$ cat config.mk
export PLATFORM = sky130hd
export DESIGN_NAME = brick_game_ctrl
export DESIGN_NICKNAME = d
export VERILOG_FILES = /design/src/rtl/brick_game_ctrl.sv
export SDC_FILE = /design/constraint.sdc
export NUM_CORES = 1
export LEC_CHECK = 0
export ABC_AREA = 1
export ABC_CLOCK_PERIOD_IN_PS = 2430
export CAP_MARGIN = 20
export CORE_MARGIN = 2
export CORE_UTILIZATION = 40
export DETAILED_ROUTE_END_ITERATION = 10
export PLACE_DENSITY = 0.68
export SETUP_SLACK_MARGIN = 0.1
export SLEW_MARGIN = 40
export SYNTH_ARGS = -nofsm -noshare
export SYNTH_HDL_FRONTEND = slang
export SYNTH_SLANG_ARGS = --single-unit
$ cat constraint.sdc
create_clock -name clk -period 2.43 [get_ports clk]
set_clock_uncertainty 0.15 [all_clocks]
set_input_delay 0.729 -clock clk [delete_from_list [all_inputs] [get_ports clk]]
set_output_delay 0.729 -clock clk [all_outputs]
set_load 0.005 [all_outputs]
$ cat src/rtl/brick_game_ctrl.sv
// brick_game_ctrl: game-flow controller for a 10-block breakout game.
// Tracks block state, score, lives and ball direction, and gates ball motion.
// Every decision is taken on frame_tick cycles; all outputs are registered.
// Optional feature: define BRICK_SPEEDUP_EN to make the ball faster as the
// score grows. Without it, ball_step is a constant 1.
// Ports:
//   clk, rst (async, active-low), frame_tick, start, collide_paddle,
//   collide_block[9:0], ball_miss                          -> inputs
//   block_alive[9:0], ball_dy_up, ball_run, ball_reset,
//   ball_step[2:0], score[7:0], lives[1:0], state[2:0]      -> outputs
module brick_game_ctrl #(
  parameter int unsigned LIVES_INIT      = 3,
  parameter int unsigned COOLDOWN_FRAMES = 2
) (
  input  logic       clk,
  input  logic       rst,
  input  logic       frame_tick,
  input  logic       start,
  input  logic       collide_paddle,
  input  logic [9:0] collide_block,
  input  logic       ball_miss,
  output logic [9:0] block_alive,
  output logic       ball_dy_up,
  output logic       ball_run,
  output logic       ball_reset,
  output logic [2:0] ball_step,
  output logic [7:0] score,
  output logic [1:0] lives,
  output logic [2:0] state
);

  localparam int unsigned NBLK = 10;
  localparam int unsigned CD_W = 3;

  typedef enum logic [2:0] {
    S_IDLE  = 3'd0,
    S_SERVE = 3'd1,
    S_PLAY  = 3'd2,
    S_WON   = 3'd3,
    S_LOST  = 3'd4
  } state_e;

  state_e          state_q, state_d;
  logic [NBLK-1:0] alive_q, alive_d;
  logic            dy_q, dy_d;
  logic            run_q, run_d;
  logic            rstp_q, rstp_d;
  logic [7:0]      score_q, score_d;
  logic [1:0]      lives_q, lives_d;
  logic [CD_W-1:0] cd_q, cd_d;
  logic [NBLK-1:0] hit, hit_low;

  // Only blocks still alive can be hit; isolate the lowest-index hit.
  assign hit     = collide_block & alive_q;
  assign hit_low = hit & (~hit + NBLK'(1));

  // Next-state and next-output logic.
  always_comb begin
    state_d = state_q;
    alive_d = alive_q;
    dy_d    = dy_q;
    score_d = score_q;
    lives_d = lives_q;
    cd_d    = cd_q;
    rstp_d  = 1'b0;
    if (frame_tick) begin
      case (state_q)
        S_IDLE: begin
          if (start) begin
            state_d = S_SERVE;
            lives_d = 2'(LIVES_INIT);
            score_d = 8'd0;
            alive_d = '1;
            rstp_d  = 1'b1;
          end
        end
        S_SERVE: begin
          if (start) begin
            state_d = S_PLAY;
            dy_d    = 1'b1;
          end
        end
        S_PLAY: begin
          if (ball_miss) begin
            // A miss overrides any hit on the same frame.
            cd_d   = '0;
            rstp_d = 1'b1;
            if (lives_q > 2'd1) begin
              lives_d = lives_q - 2'd1;
              state_d = S_SERVE;
            end else begin
              lives_d = 2'd0;
              state_d = S_LOST;
            end
          end else if ((hit != '0) && (cd_q == '0)) begin
            alive_d = alive_q & ~hit_low;
            score_d = (score_q == 8'hFF) ? score_q : score_q + 8'd1;
            dy_d    = ~dy_q;
            cd_d    = CD_W'(COOLDOWN_FRAMES);
            if (alive_d == '0) begin
              state_d = S_WON;
              cd_d    = '0;
            end
          end else if (collide_paddle && (cd_q == '0)) begin
            dy_d = 1'b1;
            cd_d = CD_W'(COOLDOWN_FRAMES);
          end else if (cd_q != '0) begin
            cd_d = cd_q - CD_W'(1);
          end
        end
        S_WON, S_LOST: begin
          if (!start) state_d = S_IDLE;
        end
        default: state_d = S_IDLE;
      endcase
    end
    run_d = (state_d == S_PLAY);
  end

  // State and output registers.
  always_ff @(posedge clk or negedge rst) begin
    if (!rst) begin
      state_q <= S_IDLE;
      alive_q <= '1;
      dy_q    <= 1'b1;
      run_q   <= 1'b0;
      rstp_q  <= 1'b0;
      score_q <= 8'd0;
      lives_q <= 2'(LIVES_INIT);
      cd_q    <= '0;
    end else begin
      state_q <= state_d;
      alive_q <= alive_d;
      dy_q    <= dy_d;
      run_q   <= run_d;
      rstp_q  <= rstp_d;
      score_q <= score_d;
      lives_q <= lives_d;
      cd_q    <= cd_d;
    end
  end

`ifdef BRICK_SPEEDUP_EN
  logic [2:0] step_q, step_d;

  // Step = 1 + floor(score/3), capped at 4; follows the score register.
  always_comb begin
    step_d = 3'd1;
    if (score_d >= 8'd9)      step_d = 3'd4;
    else if (score_d >= 8'd6) step_d = 3'd3;
    else if (score_d >= 8'd3) step_d = 3'd2;
  end

  always_ff @(posedge clk or negedge rst) begin
    if (!rst) step_q <= 3'd1;
    else      step_q <= step_d;
  end

  assign ball_step = step_q;
`else
  assign ball_step = 3'd1;
`endif

  assign block_alive = alive_q;
  assign ball_dy_up  = dy_q;
  assign ball_run    = run_q;
  assign ball_reset  = rstp_q;
  assign score       = score_q;
  assign lives       = lives_q;
  assign state       = state_q;

endmodule

==> flow_metrics.env <==
export IMPL_wl_mm=4.30
export IMPL_crit_path_start="collide_block[5]"
export IMPL_syn_avg_cell_area_um2=7.63
export IMPL_hold_violations=0
export IMPL_fin_crit_sh_pct=93.2
export IMPL_cp_cell_sequence="clkdlybuf4s50_1 -> nand2_2 -> nand2_2 -> nor2_2 -> nand4_2 -> nand2_2 -> inv_2 -> nand2_2 -> a21oi_4 -> buf_6 -> nor2_1 -> a31oi_1"
export IMPL_ys_flop_type="dfrtp_1"
export IMPL_first_global_vias=1615
export IMPL_track_usage_pct=17.2
export IMPL_nets=321
export IMPL_ys_types=31
export IMPL_dieWidth_um=70.0
export IMPL_wl_per_cell_um=12.2
export IMPL_synth_warnings=0
export IMPL_clockBufferDepth=2
export IMPL_setup_viol_count_final=0
export IMPL_cts_sinks=29
export IMPL_crit_slowest_cell="clkdlybuf4s50_1"
export IMPL_maxCapViolations=0
export IMPL_rsz0062_at_grt="false"
export IMPL_max_stage_delay_ns=0.47
export IMPL_clk_latency_ns=0.28
export IMPL_synth_area_leaders="dfrtp_1, dfstp_2, nand2_1"
export IMPL_die_h_um=70.0
export IMPL_antenna_found_initial=0
export IMPL_fin_util_pct=63.9
export IMPL_antenna_left=0
export IMPL_numCtsBuffers=5
export IMPL_p_leak_nw=1.24
export IMPL_rrSetupSlack_ns=0.43
export IMPL_cp_required_ns=2.48
export IMPL_worst_path_max_fanout=5
export IMPL_postSynthCellCount=228
export IMPL_place_gp_congestion=0.893
export IMPL_ys_seq_elements=29
export IMPL_htreeDepth=2
export IMPL_reg2reg_from="state[0]"
export IMPL_irDropWorstVdd_v=0.000435
export IMPL_stdcell_area_um2=2610
export IMPL_synth_edf_count=0
export IMPL_n_antenna_cell=0
export IMPL_cts_tree="built"
export IMPL_routed_via_density=5.00
export IMPL_grt_pass1_wl_mm=6.87
export IMPL_finalCriticalPeriod_ns=2.26
export IMPL_root_buffer="clkbuf_8"
export IMPL_rows=23
export IMPL_whs_path_depth=2
export IMPL_drc=0
export IMPL_worstSetupPathType="primary input to flop"
export IMPL_async_flop_share_pct=100
export IMPL_cpMostUsedCell="nand2_2"
export IMPL_pwr_density_cell_nw_per_um2=888
export IMPL_synth_seq_area_share_pct=42.6
export IMPL_totalPowerFinal_mw=2.32
export IMPL_drv_slew=0
export IMPL_cp_start_kind="primary input"
export IMPL_boundaryPins=45
export IMPL_r2r_cells=11
export IMPL_drt_iter0_drc=66
export IMPL_core_area_um2=4090
export IMPL_area_delta_synth_final_pct=50.1
export IMPL_grt_overflow=0
export IMPL_syn_area_um2=1740
export IMPL_dpl_cell_area_um2=2370
export IMPL_vias=1766
export IMPL_status="finished clean"
export IMPL_hold_path_class="flop to flop"
export IMPL_synth_area_leader_cell="dfrtp_1"
export IMPL_io_buffers=41
export IMPL_crit_arrival_ns=2.31
export IMPL_hpwlAfterDp_mm=3.07
export IMPL_fmax_mhz=442
export IMPL_grt_max_degree=30
export IMPL_die_area_um2=4890
export IMPL_hold_start="ball_dy_up"
export IMPL_fill_cells=353
export IMPL_yosysTopAreaCellShare_pct=23.0
export IMPL_initial_utilization_pct=42.6
export IMPL_drt_pass1_iter_count=4
export IMPL_path_clk_slew_ns=0.06
export IMPL_r2r_end="score[3]"
export IMPL_critPathCaptureType="flop"
export IMPL_drive_above_1_share_pct=28.4
export IMPL_hold_path_end="ball_dy_up"
-- placed cells by master (no fill, tap or decap) --
cell type | netlist | layout
nand2_1 | 48 | 39
clkdlybuf4s50_1 | 0 | 35
buf_4 | 4 | 29
inv_1 | 26 | 26
nor2_1 | 24 | 22
dfrtp_1 | 16 | 16
nand2_2 | 4 | 13
dfstp_2 | 13 | 13
nand3_1 | 12 | 12
a21oi_1 | 12 | 11
o21ai_0 | 11 | 10
o21ai_1 | 13 | 10
nand4_1 | 6 | 6
a31oi_1 | 8 | 6
clkbuf_8 | 0 | 6
dlymetal6s2s_1 | 0 | 6
o21ai_2 | 1 | 5
nor2_2 | 2 | 4
nor3_1 | 3 | 3
ha_1 | 3 | 3
conb_1 | 2 | 3
buf_6 | 0 | 3
nor2_4 | 2 | 2
xor2_1 | 2 | 2
inv_2 | 2 | 2
nor3_2 | 2 | 2
o31ai_1 | 2 | 2
a31oi_4 | 0 | 2
clkbuf_1 | 0 | 2
nand4_2 | 1 | 1
a211oi_1 | 1 | 1
a32oi_1 | 1 | 1
clkinv_1 | 1 | 1
nand3_2 | 1 | 1
nand2_8 | 1 | 1
inv_4 | 1 | 1
a21oi_4 | 0 | 1
-- kinds of logic after synthesis --
kind of cell	after synthesis	synth area share [%]
flip-flops	29	42.6
XOR/XNOR	2	1.01
other	2	0.432
buffers and inverters	37	9.20
AND/OR/NAND/NOR	106	29.0
AO/OA/AOI/OAI	49	15.5
adder cells (fa/ha/maj)	3	2.16
-- through the flow --
stage	std cells	hold slack (ns)	worst slack, ns	setup TNS, ns
global placement	340	0.326	-0.137	-1.84
global route	353	0.372	0.0418	0
detailed placement	340	0.333	-0.186	-2.47
floorplan	229	0.283	0.430	0
CTS	348	0.341	0.103	0
finish	353	0.337	0.166	0
-- critical path: cells and delay by family --
kind / cells / cell delay, ns
compound gates: 2 / 0.38
buf+inv: 3 / 0.69
simple gates: 7 / 0.50
-- per-layer routing --
| metal | routed length, um | GRT usage [%] |
|---|---|---|
| met4 | 48 | 5.77 |
| met3 | 207 | 4.91 |
| met2 | 2090 | 29.3 |
| met5 | 0 | 0 |
| met1 | 1950 | 20.8 |
-- synth_stat cells (3+ instances only) --
library cell,instances
dfstp_2,13
a31oi_1,8
nand2_2,4
o21ai_1,13
buf_4,4
o21ai_0,11
ha_1,3
nor3_1,3
nand2_1,48
a21oi_1,12
nand4_1,6
buf_2,3
nand3_1,12
inv_1,26
dfrtp_1,16
nor2_1,24
-- registers in the layout (all words and copies together), names as in the netlist --
| signal | flops |
|---|---|
| state | 3 |
| ball_dy_up | 1 |
| lives | 2 |
| cd_q | 3 |
| score | 8 |
| ball_run | 1 |
| block_alive | 10 |
| ball_reset | 1 |
-- final cells by class --
type	instances	area, um2	area share (%)
well taps	50	62.6	2.39
multi-input cells	163	926	35.4
repair buffers	73	677	25.9
inverters	30	115	4.41
flip-flops and latches	29	742	28.4
clock buffers	8	90.1	3.45
-- how the worst max path moves through the flow --
stage               cells after the start             end
finish                                 12  block_alive[9]
global route                           12  block_alive[9]
CTS                                    15        ball_run
detailed placement                     15        ball_run
global placement                       15        ball_run
floorplan                              14        ball_run
-- what timing repair did --
item,in CTS,in global routing
setup endpoints to repair,1,20
buffers inserted,0,3
hold buffers,0,0
gates resized for setup,1,31
hold endpoints to repair,0,0
pin swaps,0,13
gates cloned,0,2
-- where the power goes --
part	total [mW]	internal, mW	switching (mW)
Sequential	0.759	0.649	0.110
Combinational	1.16	0.557	0.601
Clock	0.403	0.230	0.173
(Power assumes the default switching activity.)
